--- config.mk ---
export PLATFORM = sky130hd
export DESIGN_NAME = wb_regfile_hilo
export DESIGN_NICKNAME = d
export VERILOG_FILES = /design/src/rtl/wb_regfile_hilo.sv
export SDC_FILE = /design/constraint.sdc
export NUM_CORES = 2
export LEC_CHECK = 0
export CORE_UTILIZATION = 62
export DETAILED_ROUTE_END_ITERATION = 12
export PLACE_DENSITY = 0.78
export SLEW_MARGIN = 20
export SYNTH_ARGS = -nofsm -noshare
export SYNTH_HDL_FRONTEND = slang
export SYNTH_SLANG_ARGS = --single-unit
--- constraint.sdc ---
create_clock -name clk -period 6.3 [get_ports clk]
set_input_delay 1.26 -clock clk [delete_from_list [all_inputs] [get_ports clk]]
set_output_delay 1.26 -clock clk [all_outputs]
set_load 0.02 [all_outputs]
--- src/rtl/wb_regfile_hilo.sv ---
// -----------------------------------------------------------------------------
// wb_regfile_hilo
//   Write-back sink of the pipeline. Holds the general-purpose register file
//   and the HI/LO pair, and consumes the wb_* bundle registered by MEM/WB.
//   Two combinational GPR read ports serve ID, with same-cycle write-through
//   bypass so ID sees a value being written back in this very cycle.
//   HI/LO are presented registered to EX; EX does its own HI/LO forwarding.
//
// Ports
//   clk            rising-edge clock
//   rst            synchronous reset, active-low (0 = reset)
//   we/waddr/wdata GPR write enable, address, data
//   whilo          HI/LO write enable (HI and LO always written together)
//   hi_i/lo_i      HI/LO write data
//   re1/raddr1     read port 1 enable/address, rdata1 combinational data
//   re2/raddr2     read port 2 enable/address, rdata2 combinational data
//   hi_o/lo_o      current HI/LO register values
// -----------------------------------------------------------------------------
module wb_regfile_hilo #(
    parameter int DATA_W   = 32,
    parameter int ADDR_W   = 5,
    parameter int NUM_REGS = 32
) (
    input  logic              clk,
    input  logic              rst,
    input  logic              we,
    input  logic [ADDR_W-1:0] waddr,
    input  logic [DATA_W-1:0] wdata,
    input  logic              whilo,
    input  logic [DATA_W-1:0] hi_i,
    input  logic [DATA_W-1:0] lo_i,
    input  logic              re1,
    input  logic [ADDR_W-1:0] raddr1,
    output logic [DATA_W-1:0] rdata1,
    input  logic              re2,
    input  logic [ADDR_W-1:0] raddr2,
    output logic [DATA_W-1:0] rdata2,
    output logic [DATA_W-1:0] hi_o,
    output logic [DATA_W-1:0] lo_o
);

    localparam logic [DATA_W-1:0] ZERO_DATA = {DATA_W{1'b0}};
    localparam logic [ADDR_W-1:0] ZERO_ADDR = {ADDR_W{1'b0}};

    logic [DATA_W-1:0] gpr_r [NUM_REGS];
    logic [DATA_W-1:0] hi_r;
    logic [DATA_W-1:0] lo_r;
    logic [DATA_W-1:0] arr1_s;
    logic [DATA_W-1:0] arr2_s;

    // Read-port resolution. Order matters: reset, then enable, then the
    // hardwired-zero entry (so a discarded write to r0 is never bypassed),
    // then write-through bypass, then the stored value.
    function automatic logic [DATA_W-1:0] read_port(
        input logic              rst_v,
        input logic              re_v,
        input logic [ADDR_W-1:0] raddr_v,
        input logic              we_v,
        input logic [ADDR_W-1:0] waddr_v,
        input logic [DATA_W-1:0] wdata_v,
        input logic [DATA_W-1:0] stored_v
    );
        logic [DATA_W-1:0] res;
        if (!rst_v) begin
            res = ZERO_DATA;
        end else if (!re_v) begin
            res = ZERO_DATA;
        end else if (raddr_v == ZERO_ADDR) begin
            res = ZERO_DATA;
        end else if (we_v && (waddr_v == raddr_v)) begin
            res = wdata_v;
        end else begin
            res = stored_v;
        end
        return res;
    endfunction

    // GPR array: synchronous clear on reset; writes to entry 0 are dropped.
    always_ff @(posedge clk) begin
        if (!rst) begin
            for (int i = 32'sd0; i < NUM_REGS; i++) begin
                gpr_r[i] <= ZERO_DATA;
            end
        end else if (we && (waddr != ZERO_ADDR)) begin
            gpr_r[waddr] <= wdata;
        end
    end

    // HI/LO pair: always updated together, independent of the GPR write.
    always_ff @(posedge clk) begin
        if (!rst) begin
            hi_r <= ZERO_DATA;
            lo_r <= ZERO_DATA;
        end else if (whilo) begin
            hi_r <= hi_i;
            lo_r <= lo_i;
        end
    end

    // Stored-value lookups feeding the read-port resolution.
    always_comb begin
        arr1_s = gpr_r[raddr1];
        arr2_s = gpr_r[raddr2];
    end

    // Read port 1.
    always_comb begin
        rdata1 = read_port(rst, re1, raddr1, we, waddr, wdata, arr1_s);
    end

    // Read port 2.
    always_comb begin
        rdata2 = read_port(rst, re2, raddr2, we, waddr, wdata, arr2_s);
    end

    assign hi_o = hi_r;
    assign lo_o = lo_r;

endmodule

Word level (Yosys, flattened, before mapping)
Memory sizes are Yosys's and may differ from the RTL's.
Index checks and enable logic that the tools add are counted.
Widths: inputs -> output; s select.

storage, ports and cells
  output and inout bits = 128
  memories = 1
  register bits = 64
  bits in latches = 0
  bits in writable memories = 1024
  bits in read-only memories = 0
  input bits = 117
  word-level logic and storage cells = 27

memory list
  memory  words  width  rd ports  clocked after Yosys merged registers in  write ports  line  RTL
  gpr_r   32     32     2         0                                        32           45    logic [DATA_W-1:0] gpr_r [NUM_REGS];

operators by class
  multipliers = 0
  order comparisons = 0
  bitwise gates (word level) = 0
  divide/modulo/power cells = 0
  reductions and logical operators = 7
  equal/unequal tests = 2
  add/sub/neg operators = 0
  muxes and demuxes = 15
  shift-type cells = 0

operators by type and width
  cell               number
  $mux 32            9
  $reduce_or 32->1   1
  $eq 5x5->1         2
  $logic_not 5->1    2
  $mux 1             5
  $mux 5             1
  $reduce_bool 5->1  1
  $logic_and 1x1->1  3

Longest topological paths before layout
  depth after elaboration = 7
  gate-level depth with buffers = 10
  mapped depth without buffers = 5

Worst setup path after synthesis
OpenSTA, ideal clock, no wires.

  kind = input -> register
  start point = in waddr[2]
  end point = mem gpr_r[24][0], enable pin
  buffers on the path = 3
  library setup time = 0.466 ns
  slack = 1.425 ns
  stages = 6
  required time = 5.834 ns
  data arrival time = 4.410 ns
  cells stage by stage = buf_2 -> or3_1 -> clkbuf_1 -> nand3b_1 -> clkbuf_1 -> o21ai_0

RTL lines
  item             line  RTL
  start, declared  27    input logic [ADDR_W-1:0] waddr,
  end, declared    45

Final worst setup path
  start point = in raddr1[4]
  end point = out rdata1[2]

between the ends
  longest elaborated chain between the ends = 6
  elaborated cells between the ends (all ways) = 8
  those cells by class = 1 x eq/ne; 4 x mux; 2 x reduce/logical; 1 x memory

ends and longest elaborated chain
  item                                                                   line  RTL
  start, declared                                                        33    input logic [ADDR_W-1:0] raddr1,
  parallel branches: the longest is 3 deep, another holds $mem_v2 32x32  --
  $mux 32 *                                                              68    end else if (raddr_v == ZERO_ADDR) begin
  $mux 32 *                                                              66    end else if (!re_v) begin
  $mux 32 *                                                              64    if (!rst_v) begin
  end, declared                                                          34    output logic [DATA_W-1:0] rdata1,

Mark *: on every way between the ends.

==> impl_results.md <==
- Crit path from: raddr1[4]
- Status: finished with violations
- Drc violations: 0
- Die area: 93200 sq um
- Yosys warnings: 0
- GRT overflow: 0
- Path category of the worst min-delay check: flop to flop
- Vias per inst: 7.29
- Post-route ant nets: 0
- CP Launch Type: input port
- Area of the multi-input gates: 23800 sq um
- Setup TNS: -0.00596 ns
- Initial Utilization: 63.0%
- Area contributors post-synth: edfxtp_1 (54%), mux4_2 (18%), and2_1 (11%)
- Worst-Skew Late Latency: 0.70 ns
- CTS buffer count: 116
- Main flop type after synthesis: edfxtp_1
- CP max stage cell: clkdlybuf4s50_1
- Hold Worst Slack: 0.490 ns
- Syn Area/Cell: 14.5 sq um
- Die Span Y: 305 um
- Final Wtd Congestion: 0.987
- CP arrival: 5.05 ns
- Die W: 305 um
- Vias: 39300
- Slew headroom: 13.1%
- Share of synthesized registers carrying an async set or reset: 0%
- # rows: 110
- Final setup violating endpoints: 1
- #FFs+latches synth: 1088
- Critical-path maximum fanout: 12
- Critical path depth: 9
- Final Critical Period: 6.31 ns
- Area leader, netlist: edfxtp_1
- Dpl hpwl: 116000 um
- Number of global-route vias before repair: 39000
- Crit-path cells: clkdlybuf4s50_1 -> inv_1 -> nand2_1 -> buf_4 -> o22ai_1 -> nor3_1 -> buf_4 -> o32a_1 -> clkdlybuf4s50_1
- Fin area: 65400 sq um
- Failing checks: negative setup slack
- P_leak: 22.9 nW
- Pwr/cell area: 269 nW/um^2
- Worst slew pin tran: 1.30 ns
- Reg clk slew, reported paths: 0.06 ns
- Most instantiated library cell after synthesis: edfxtp_1
- CTS tree: yes
- GRT Total Usage: 40.7%
- H-tree depth: 3
- Syn Inst Count: 3921
- Distinct cells, synth: 45
- Reg2reg setup slack: 5.62 ns
- Setup Slack @ Placement: -0.210 ns
- Hold_buf cts: 0
- Max Slew Vio Count: 0
- Kind of critical path: input port to primary output
- Clk sink count: 1088
- Storage cell area: 32000 sq um
- First-pass GRT wire length: 269000 um
- Share of cells above drive strength 1: 22.2%
- RR Endpoint: lo_o[8]
- Wire per inst: 34.9 um
- Crit end category: primary output
- Worst Skew: 0 ns
- Core area: 90600 sq um
- Antenna violations before repair: 6
- Worst path required time: 5.04 ns
- Capture point of the worst path: rdata1[2]
- Number of gates resized after cts: 1
- Final hold viol count: 0
- Fmax achieved: 0.159 GHz
- Post-CTS Setup Bufs: 0
- Total Wirelength: 188000 um
- Share of Yosys cell area claimed by the top area cell type: 53.9%
- DRT Pass-1 Iters: 7
- Worst vdd ir: 0.000244 V
- RSZ-0062 raised after global routing: no
- Synthesized area: 57000 sq um
- Clock Tree Root: clkbuf_16
- # port buffers: 244
- Max clock buf depth: 3
- Worst R2R Start: lo_o[8]
- Synth-to-Final Area Change: 14.7%
- Final #Nets: 4229
- Synth cell count leaders: edfxtp_1 (1024), and2_1 (995), mux4_2 (452)
- CP peak stage delay: 1.11 ns
- Sequential share of the synthesized area: 56.2%
- Worst Path Buf+Inv: 5
- Largest net degree at the start of global routing: 74
- I/O pins: 245
- Top delay family on crit path: buffers and inverters
- Final worst slack: -0.00596 ns
- Post-synth EDFFs: 1024
- Placed cell area: 61600 sq um
- Filler cell count: 5747
- Tcrit/Tclk final: 100%
- Max_cap viols: 0
- Reg2Reg Depth: 2
- 1st-iter DRT viols: 6586
cells in the final DEF, fill, tap and decap left out, types with 8 or more instances in the layout:
cell type        synthesis  final
o21ai_0                 49     16
nor3_1                  39     38
buf_2                   51      8
nor2_2                   0     30
buf_4                   36    198
o22ai_1                104    104
dfxtp_1                 64     64
nand2_1                 47     45
o21ai_1                  9     11
a22oi_1                 32     32
a41oi_1                 23     23
o221ai_1                49     49
clkbuf_1               291     19
o32a_1                   9      9
nor2_1                 133     99
nand3_1                 12     10
mux2i_1                244    244
mux4_2                 452    452
a21oi_1                 52     52
o211ai_1                23     23
a221o_1                 32     32
buf_12                   0     22
clkinv_2                 0     21
clkinv_1                 0     33
clkbuf_16                0    118
bufinv_16                0     12
and2_1                 995    995
conb_1                   1     32
edfxtp_1              1024   1024
clkdlybuf4s50_1          0    221
o21ai_4                  0     31
or3_1                   25     25
nand2b_1                28     27
and3_1                  16     16
how the worst min path moves through the flow:
stage,from,cells past startpoint,slack [ns],endpoint
final,hi_o[23],2,0.49,hi_o[23]
after global routing,hi_o[17],2,0.52,hi_o[17]
after CTS,hi_o[23],2,0.50,hi_o[23]
after detailed placement,hi_o[23],2,0.48,hi_o[23]
after global placement,hi_o[19],2,0.47,hi_o[19]
after floorplan,hi_o[0],2,0.58,hi_o[0]
power by group:
part           internal [mW]  switching (mW)  total [mW]
Combinational          0.951            1.28        2.23
Clock                   3.90            2.93        6.83
Sequential              8.30           0.201        8.50
Total                   13.2            4.41        17.6
layer usage:
layer	GRT usage (%)	vias to the layer above	part of all wire, %
met4	24.9	4	7.3
met3	14.1	830	16
li1	-	15400	-
met1	52.3	19500	33
met2	59.9	3556	44
met5	0.413	-	0.018
state kept, by name, indices dropped and copies added (netlist names):
name,cells
gpr_r,1024
hi_o,32
lo_o,32
kinds of logic after synthesis:
group                     Yosys count  share of synthesized area [%]
AOI/OAI and AO/OA                 390                           4.77
xor gates and xnor gates           10                          0.154
buffers and inverters             421                           3.24
DFF                              1088                           56.2
muxes                             697                           22.1
other                               1                        0.00657
and+or+nand+nor                  1314                           13.5
area by class of cell:
cell class                 count  share of cell area (%)
timing repair buffer         458                    6.66
clock buffer                 137                    4.62
antenna                        7                  0.0268
sequential                  1088                    49.0
multi-input combinational   2443                    36.3
clock inverter                81                    1.10
tap                         1176                    2.25
inverter                       5                  0.0363
stage by stage:
stage	std cells	power (mW)	utilization, %
4_1_cts	5386	17.5	72.2
6_report	5395	17.6	72.2
2_1_floorplan	3952	9.89	-
5_1_grt	5388	17.9	72.2
3_3_place_gp	5166	10.7	68.0
3_5_place_dp	5168	10.8	68.0
worst min-delay path, stage by stage, from the launching register on:
cell     delay (ns)
dfxtp_1        0.32
mux2i_1        0.06
nor2_1         0.07
Power figures use the tool's default switching activity.
